$ cat src/rtl/seg_scan_decoder_if.sv
// seg_scan_decoder_if: multiplexed segment bus inputs and decoded frame outputs
interface seg_scan_decoder_if;
    logic [6:0]  seg_in;
    logic        dp_in;
    logic [3:0]  dig_in;
    logic [15:0] digits_out;
    logic [3:0]  blank_out;
    logic        colon_out;
    logic        frame_valid;
    logic        seg_err;
    logic        bus_err;
    modport master (
        output seg_in, dp_in, dig_in,
        input  digits_out, blank_out, colon_out, frame_valid, seg_err, bus_err
    );
    modport slave (
        input  seg_in, dp_in, dig_in,
        output digits_out, blank_out, colon_out, frame_valid, seg_err, bus_err
    );
endinterface

$ cat src/rtl/seg_scan_decoder.sv
// seg_scan_decoder: samples a scanned 4-digit 7-segment bus and publishes debounced digit frames
module seg_scan_decoder #(
    parameter int SETTLE         = 4,
    parameter int MATCH_FRAMES   = 2,
    parameter bit SEG_ACTIVE_LOW = 1'b0
) (
    input logic               clock,
    input logic               reset,
    seg_scan_decoder_if.slave bus
);
    logic [6:0]  seg_m, seg_s, seg_p, seg_v;
    logic        dp_m, dp_s, dp_v;
    logic [3:0]  dig_m, dig_s, dig_p;
    logic [3:0]  cnt, seen, seen_nx, blk_sh, blk_nx, prev_blk, mcnt, mcnt_nx, value;
    logic [15:0] val_sh, val_nx, prev_val;
    logic [1:0]  idx;
    logic        colon_acc, err_acc, colon_nx, err_nx, published;
    logic        changed, multi, multi_p, one_hot, sample, complete, publish, undec, blank;

    assign seg_v    = SEG_ACTIVE_LOW ? ~seg_s : seg_s;
    assign dp_v     = SEG_ACTIVE_LOW ? ~dp_s : dp_s;
    assign multi    = |(dig_s & (dig_s - 4'd1));
    assign multi_p  = |(dig_p & (dig_p - 4'd1));
    assign one_hot  = |dig_s && !multi;
    assign changed  = seg_s != seg_p || dig_s != dig_p;
    assign sample   = !changed && one_hot && cnt == 4'(SETTLE - 1);
    assign idx      = dig_s[3] ? 2'd3 : dig_s[2] ? 2'd2 : dig_s[1] ? 2'd1 : 2'd0;
    assign colon_nx = colon_acc | (sample & dp_v);
    assign err_nx   = err_acc | (sample & undec);

    always_comb begin
        value = 4'h0;
        blank = 1'b0;
        undec = 1'b0;
        case (seg_v)
            7'h3F:        value = 4'd0;
            7'h06:        value = 4'd1;
            7'h5B:        value = 4'd2;
            7'h4F:        value = 4'd3;
            7'h66:        value = 4'd4;
            7'h6D:        value = 4'd5;
            7'h7D, 7'h7C: value = 4'd6;
            7'h07, 7'h27: value = 4'd7;
            7'h7F:        value = 4'd8;
            7'h6F, 7'h67: value = 4'd9;
            7'h00:        blank = 1'b1;
            default: begin
                value = 4'hF;
                undec = 1'b1;
            end
        endcase
    end

    // Frame bookkeeping works on the post-write shadow so sample, completion and publish share one edge
    always_comb begin
        val_nx  = val_sh;
        blk_nx  = blk_sh;
        seen_nx = seen;
        if (sample) begin
            val_nx[{idx, 2'b00} +: 4] = value;
            blk_nx[idx]  = blank;
            seen_nx[idx] = 1'b1;
        end
        complete = sample && seen_nx == 4'hF;
        mcnt_nx  = {val_nx, blk_nx} != {prev_val, prev_blk} ? 4'd1 :
                   mcnt >= 4'(MATCH_FRAMES) ? 4'(MATCH_FRAMES) : mcnt + 4'd1;
        publish  = complete && mcnt_nx >= 4'(MATCH_FRAMES) &&
                   ({val_nx, blk_nx} != {bus.digits_out, bus.blank_out} || !published);
    end

    always_ff @(posedge clock or negedge reset) begin
        if (!reset) begin
            {seg_m, seg_s, seg_p, dp_m, dp_s, dig_m, dig_s, dig_p} <= '0;
            {cnt, seen, mcnt, val_sh, blk_sh, prev_val, prev_blk} <= '0;
            {colon_acc, err_acc, published} <= '0;
            bus.digits_out  <= '0;
            bus.blank_out   <= 4'hF;
            bus.colon_out   <= 1'b0;
            bus.frame_valid <= 1'b0;
            bus.seg_err     <= 1'b0;
            bus.bus_err     <= 1'b0;
        end else begin
            seg_m <= bus.seg_in;
            seg_s <= seg_m;
            seg_p <= seg_s;
            dp_m  <= bus.dp_in;
            dp_s  <= dp_m;
            dig_m <= bus.dig_in;
            dig_s <= dig_m;
            dig_p <= dig_s;
            cnt   <= (changed || !one_hot) ? 4'd0 : cnt == 4'(SETTLE) ? cnt : cnt + 4'd1;
            bus.bus_err     <= multi && !multi_p;
            bus.frame_valid <= publish;
            val_sh    <= val_nx;
            blk_sh    <= blk_nx;
            seen      <= complete ? 4'h0 : seen_nx;
            colon_acc <= !complete && colon_nx;
            err_acc   <= !complete && err_nx;
            bus.seg_err <= complete ? err_nx : bus.seg_err | (sample & undec);
            if (complete) begin
                prev_val      <= val_nx;
                prev_blk      <= blk_nx;
                mcnt          <= mcnt_nx;
                bus.colon_out <= colon_nx;
            end
            if (publish) begin
                bus.digits_out <= val_nx;
                bus.blank_out  <= blk_nx;
                published      <= 1'b1;
            end
        end
    end
endmodule

$ cat src/flat_wrapper.sv
// flat-port wrapper written by rule: the top's interface ports become plain ports
module seg_scan_decoder_flat 
#(
    parameter int SETTLE         = 4,
    parameter int MATCH_FRAMES   = 2,
    parameter bit SEG_ACTIVE_LOW = 1'b0
)
  (clock, reset, bus_seg_in, bus_dp_in, bus_dig_in, bus_digits_out, bus_blank_out, bus_colon_out, bus_frame_valid, bus_seg_err, bus_bus_err);
  seg_scan_decoder_if bus_i ();
  input logic clock;
  input logic reset;
  input wire logic [$bits(bus_i.seg_in)-1:0] bus_seg_in;
  input wire logic [$bits(bus_i.dp_in)-1:0] bus_dp_in;
  input wire logic [$bits(bus_i.dig_in)-1:0] bus_dig_in;
  output wire logic [$bits(bus_i.digits_out)-1:0] bus_digits_out;
  output wire logic [$bits(bus_i.blank_out)-1:0] bus_blank_out;
  output wire logic [$bits(bus_i.colon_out)-1:0] bus_colon_out;
  output wire logic [$bits(bus_i.frame_valid)-1:0] bus_frame_valid;
  output wire logic [$bits(bus_i.seg_err)-1:0] bus_seg_err;
  output wire logic [$bits(bus_i.bus_err)-1:0] bus_bus_err;
  assign bus_i.seg_in = bus_seg_in;
  assign bus_i.dp_in = bus_dp_in;
  assign bus_i.dig_in = bus_dig_in;
  assign bus_digits_out = bus_i.digits_out;
  assign bus_blank_out = bus_i.blank_out;
  assign bus_colon_out = bus_i.colon_out;
  assign bus_frame_valid = bus_i.frame_valid;
  assign bus_seg_err = bus_i.seg_err;
  assign bus_bus_err = bus_i.bus_err;
  seg_scan_decoder #(.SETTLE(SETTLE), .MATCH_FRAMES(MATCH_FRAMES), .SEG_ACTIVE_LOW(SEG_ACTIVE_LOW)) u_core (.clock(clock), .reset(reset), .bus(bus_i));
endmodule
$ cat config.mk
export PLATFORM = sky130hd
export DESIGN_NAME = seg_scan_decoder_flat
export DESIGN_NICKNAME = d
export VERILOG_FILES = /design/src/rtl/seg_scan_decoder_if.sv /design/src/rtl/seg_scan_decoder.sv /design/src/flat_wrapper.sv
export SDC_FILE = /design/constraint.sdc
export NUM_CORES = 1
export LEC_CHECK = 0
export BUFFER_PORTS_ARGS = -buffer_cell sky130_fd_sc_hd__buf_2
export CAP_MARGIN = 5
export CELL_PAD_IN_SITES_DETAIL_PLACEMENT = 1
export CELL_PAD_IN_SITES_GLOBAL_PLACEMENT = 1
export CORE_MARGIN = 1
export CORE_UTILIZATION = 34
export DETAILED_ROUTE_END_ITERATION = 12
export PLACE_DENSITY_LB_ADDON = 0.1
export SLEW_MARGIN = 5
export SYNTH_ARGS = -nofsm -noshare
export SYNTH_HDL_FRONTEND = slang
export SYNTH_SLANG_ARGS = --single-unit
$ cat constraint.sdc
create_clock -name clock -period 9.6 [get_ports clock]
set_input_delay 0.96 -clock clock [delete_from_list [all_inputs] [get_ports clock]]
set_output_delay 0.96 -clock clock [all_outputs]
set_load 0.1 [all_outputs]
After elaboration in Yosys (flattened, before gate mapping)
Index checks and enable logic that the tools add are counted.
- flip-flop bits (word level): 114
- bits of input ports: 14
- output and inout bits: 24
- word-level logic and storage cells: 111
- $add $sub $neg: 5
- magnitude comparators: 4
- equality and inequality tests: 21
- shift-type cells: 2
- muxes and demuxes: 19
- bitwise operators: 8
- reduce and logical (&&, ||, !) cells: 28
- operators by type and width (kind ; number):
    7-bit == test (second input constant) ; 9
    20-bit != test ; 2
    4-bit case mux with 10 select lines ; 1
    4-bit two-way mux ; 7
    16-bit bitwise mux ; 1
    16-bit two-way mux ; 1
    4-bit by 6-bit variable shift with 16-bit output (first input constant) ; 1
    4-bit by 6-bit variable part select with 16-bit output ; 1
    7-bit by 3-bit == test with 1-bit output (second input constant) ; 2
    7-bit by 6-bit == test with 1-bit output (second input constant) ; 2
    14-bit OR reduction ; 1
    4-bit OR reduction ; 3
    1-bit logical AND ; 10
    4-bit by 1-bit adder with 4-bit output (second input constant) ; 2
    4-bit AND ; 2
    4-bit by 2-bit greater-or-equal comparator with 1-bit output (second input constant) ; 2
    2-bit OR reduction ; 4
    4-bit by 1-bit subtractor with 4-bit output (second input constant) ; 2
    7-bit logical NOT ; 1
    7-bit != test ; 1
    1-bit logical NOT ; 6
    4-bit negator with 6-bit output ; 1
    1-bit two-way mux ; 5
    4-bit bitwise mux ; 1
    13 further kinds ; 19

Logic depth before layout (Yosys ltp)
- depth in word-level cells: 14
- gate-level depth with buffers: 15
- depth with buffers taken out: 11

Worst setup path before layout
OpenSTA, ideal clock, no wires.
- path kind: register -> register
- start point: register u_core.cnt[0]
- end point: register u_core.bus.digits_out[5]
- setup time: 0.126 ns
- arrival time: 3.922 ns
- required time: 9.474 ns
- slack: 5.553 ns
- cell stages (with the launch flop): 14
- path buffers: 3
- period minus slack after synthesis: 4.047 ns
- cells stage by stage: dfrtp_1 ha_1 or3b_1 or4b_1 buf_2 nor3_4 o22ai_1 or4_1 buf_2 or4_4 nor4_4 o311ai_1 buf_6 mux2_4
- longest elaborated chain between the ends: 8
- elaborated cells between the ends (all ways): 14
- classes of those cells: order compare: 1; eq/ne: 4; mux: 4; reduce/logical: 5
- RTL lines (item ; line ; RTL):
    from (decl) ; seg_scan_decoder.sv:14 ; logic [3:0] cnt, seen, seen_nx, blk_sh, blk_nx, prev_blk, mcnt, mcnt_nx, value;
    from (signal assigned) ; seg_scan_decoder.sv:91 ; cnt <= (changed || !one_hot) ? 4'd0 : cnt == 4'(SETTLE) ? cnt : cnt + 4'd1;
    4-bit by 2-bit == test with 1-bit output (*) ; seg_scan_decoder.sv:26 ; assign sample = !changed && one_hot && cnt == 4'(SETTLE - 1);
    1-bit logical AND (*) ; seg_scan_decoder.sv:26 ;
    4-bit two-way mux or 16-bit two-way mux (tied branches) ; seg_scan_decoder.sv:59 ; if (sample) begin
    20-bit != test ; seg_scan_decoder.sv:65 ; mcnt_nx = {val_nx, blk_nx} != {prev_val, prev_blk} ? 4'd1 :
    4-bit two-way mux ; seg_scan_decoder.sv:65 ;
    4-bit by 2-bit greater-or-equal comparator with 1-bit output ; seg_scan_decoder.sv:67 ; publish = complete && mcnt_nx >= 4'(MATCH_FRAMES) &&
    1-bit logical AND (2 in a row) ; seg_scan_decoder.sv:67 ;
    to (signal assigned) ; seg_scan_decoder.sv:107 ; bus.digits_out <= val_nx;
    to (decl) ; seg_scan_decoder_if.sv:18 ; output digits_out, blank_out, colon_out, frame_valid, seg_err, bus_err
Mark *: on every way between the ends. The rest lies on a longest branch, timed or not.
A chain may end at the register's enable or synchronous reset.

Final worst setup path
- start point: register u_core.cnt[0]
- end point: register u_core.bus.digits_out[0]
Same word-level chain as after synthesis.

==> results_dict.tcl <==
set metrics [dict create \
    slowest_delay_ns 0.79 \
    cts_setup_buffers 0 \
    core_sq_mm 0.0174 \
    arrival_ns 5.67 \
    rows 48 \
    num_vias 5046 \
    pwr_density_cell_mw_per_mm2 168 \
    clock_skew_ns 0.00928 \
    synthMuxAreaShare 0.0669 \
    wl_mm 20.0 \
    antenna_left 0 \
    synth-seq-cells 114 \
    place_hpwl_mm 14.4 \
    clk_pin_slew_ns 0.06 \
    slew_headroom 0.289 \
    drive_gt1_frac 0.177 \
    cp_max_fo 16 \
    fin_area_sq_mm 0.00712 \
    cts_num_sinks 114 \
    r2r_setup_slack_ns 4.24 \
    place_area_sq_mm 0.00651 \
    die_w_microns 136 \
    synth_area_leaders "dfrtp_1 45%, nand2_1 5.2%, mux2_4 4.7%" \
    cts_buffer_depth 2 \
    post-route-min-period_ns 5.36 \
    path_cells "ha_1, nor3b_1, nand3b_1, nor3_4, o22ai_1, or4_1, or4_4, nor4_4, o311ai_4, buf_4, mux2_4" \
    slowest_stage "or4_1" \
    synth-compound-area-share 0.124 \
    syn_nets 642 \
    setup_viol 0 \
    ctsHoldBuffers 0 \
    first_iter_violations 254 \
    yosys.area_share.simple 0.229 \
    ys.warnings.count 0 \
    synth.distinct_cells 68 \
    outcome "finished clean" \
    fin_ws_ns 4.24 \
    rsz0062_at_grt "false" \
    avgSynthCellArea_sq_um 9.75 \
    syn-cell-area_sq_mm 0.00608 \
    routedWlPerCell_microns 22.3 \
    synth_fa_ha_area_frac 0.0115 \
    drt_drc_violations_left 0 \
    dieHeight_microns 136 \
    antenna_found_initial 0 \
    end_kind "flop" \
    dieArea_sq_mm 0.0184 \
    cts_root_buf "clkbuf_16" \
    hp-class "reg -> reg" \
    ff2ff_path_depth 11 \
    total_leakage_power_nw 3.32 \
    io_buffers 37 \
    crit_required_ns 9.91 \
    fmax_mhz 187 \
    clk_latency_ns 0.43 \
    tns_ns 0 \
    place_worst_setup_slack_ns 4.25 \
    hold_violations 0 \
    io_pins 38 \
    setup.worst_path.start_class "flop" \
    drv_slew 0 \
    ctsResizeCount 0 \
    drt-pass1-iter-count 5 \
    peakVddDrop_v 0.000157 \
    synth_edf_count 0 \
    synth_cells 624 \
    worst_pin_slew_ns 1.06 \
    area_growth_syn_to_layout_pct 17.1 \
    final_nets 677 \
    async_flop_share 1.00 \
    cts_buffers 17 \
    gp_congestion 0.920 \
    h-tree-depth 4 \
    initial_utilization 0.350 \
    holdPathStages 0 \
    grt_overflow 0 \
    grt_usage 0.236 \
    antenna_cells 0 \
    reg2reg_to "u_core.bus.digits_out[0]" \
    critPathKind "reg -> reg" \
    min_to "u_core.dig_s[0]" \
    grt_pass1_wl_mm 31.6 \
    grt_max_degree 62 \
    finalCritPeriodShare 0.558 \
    drv_cap 0 \
    seq_area_frac_synth 0.470 \
    r2r_start "u_core.cnt[0]" \
    synth_top_family_by_area "simple AND/OR/NAND/NOR gates" \
    post_drt_via_cell_ratio 5.63 \
    synth_area_leader_cell "dfrtp_1" \
    synth_xor_area_frac 0.0599 \
    cts_tree "built" \
    synth_top_area_frac 0.453 \
    grt_pass1_vias 5246 \
    synth_ff_type "dfrtp_1" \
    min_from "u_core.dig_m[0]" \
]
## per-layer routing
layer	track usage	vias to the layer above	routed length [microns]
met3	0.0415	37	754
met5	0	-	0
met2	0.371	131	9160
met4	0.107	0	620
met1	0.316	2553	9450
li1	-	2325	-
## through the flow
stage | utilization | instances | power, mW | hold slack, ns
after floorplan | - | 624 | 0.531 | 0.331
after global placement | 0.375 | 865 | 0.552 | 0.332
after detailed placement | 0.375 | 865 | 0.554 | 0.336
after CTS | 0.410 | 897 | 1.22 | 0.349
after global routing | 0.410 | 897 | 1.24 | 0.358
final | 0.410 | 897 | 1.20 | 0.346
## cells in the final DEF, fill, tap and decap left out, types with 17 or more instances in the layout
cell and n:
clkbuf_16 17, nand3_1 21, nor3_1 24, buf_2 36, dfrtp_1 110, xnor2_1 22, nor2_1 49, o21ai_0 25
a21oi_1 22, mux2_4 19, nand2_1 84, inv_1 22
## sequential cells by signal, summed over array words and instances (netlist names), 7 cells and up
name                   flops
u_core.bus.digits_out     16
u_core.prev_val           16
u_core.val_sh             16
u_core.seg_m               7
u_core.seg_p               7
u_core.seg_s               7
## critical path, delay by kind of cell (launching register included)
family                     cells  cell delay, ns
AOI/OAI and AO/OA              2            0.42
buffers and inverters          1            0.31
and+or+nand+nor                6            3.51
muxes                          1            0.34
adders and majority gates      1            0.25
DFF                            1            0.40
## Yosys cell counts (6+ instances only)
cell and n:
nor3_1 24, inv_1 22, xnor2_1 22, nand2b_1 6
o22ai_1 10, mux2i_1 11, nor2b_1 10, and3_1 8
or3_1 8, nand3_1 21, a31oi_1 7, mux2_4 19
nor2_1 49, nand2_1 84, buf_2 7, o21ai_0 25
xor2_1 14, or4_1 7, dfrtp_1 110, nor4_1 12
a21oi_1 22, clkbuf_1 18
## power breakdown
group          switching [mW]  leakage, nW  internal [mW]
combinational          0.0305         1.53         0.0139
sequential             0.0108         1.50          0.489
clock                   0.235        0.295          0.420
total                   0.276         3.32          0.923
## cell families after synthesis
| group | count (synthesis) |
|---|---|
| xor gates and xnor gates | 39 |
| adders and majority gates | 6 |
| AOI/OAI and AO/OA | 114 |
| and+or+nand+nor | 267 |
| muxes | 31 |
| DFF | 114 |
| buffers and inverters | 53 |
## worst max-delay path by stage
stage	start	endpoint	slack, ns	cells after the start
after floorplan	u_core.cnt[0]	u_core.bus.digits_out[5]	5.55	13
after global placement	u_core.cnt[0]	u_core.bus.digits_out[2]	4.49	11
after detailed placement	u_core.cnt[0]	u_core.bus.digits_out[0]	4.25	11
after CTS	u_core.cnt[0]	u_core.bus.digits_out[0]	4.20	11
after global routing	u_core.cnt[0]	u_core.bus.digits_out[0]	3.78	11
final	u_core.cnt[0]	u_core.bus.digits_out[0]	4.24	11
## cell type report
type	count	area (sq um)
Clock inverter	13	159
Inverter	22	82.6
Multi-Input combinational cell	457	3030
Sequential cell	114	2860
Timing Repair Buffer	47	263
Clock buffer	19	453
Tap cell	225	282
Fill cell	1951	10200
(Power assumes the default switching activity.)
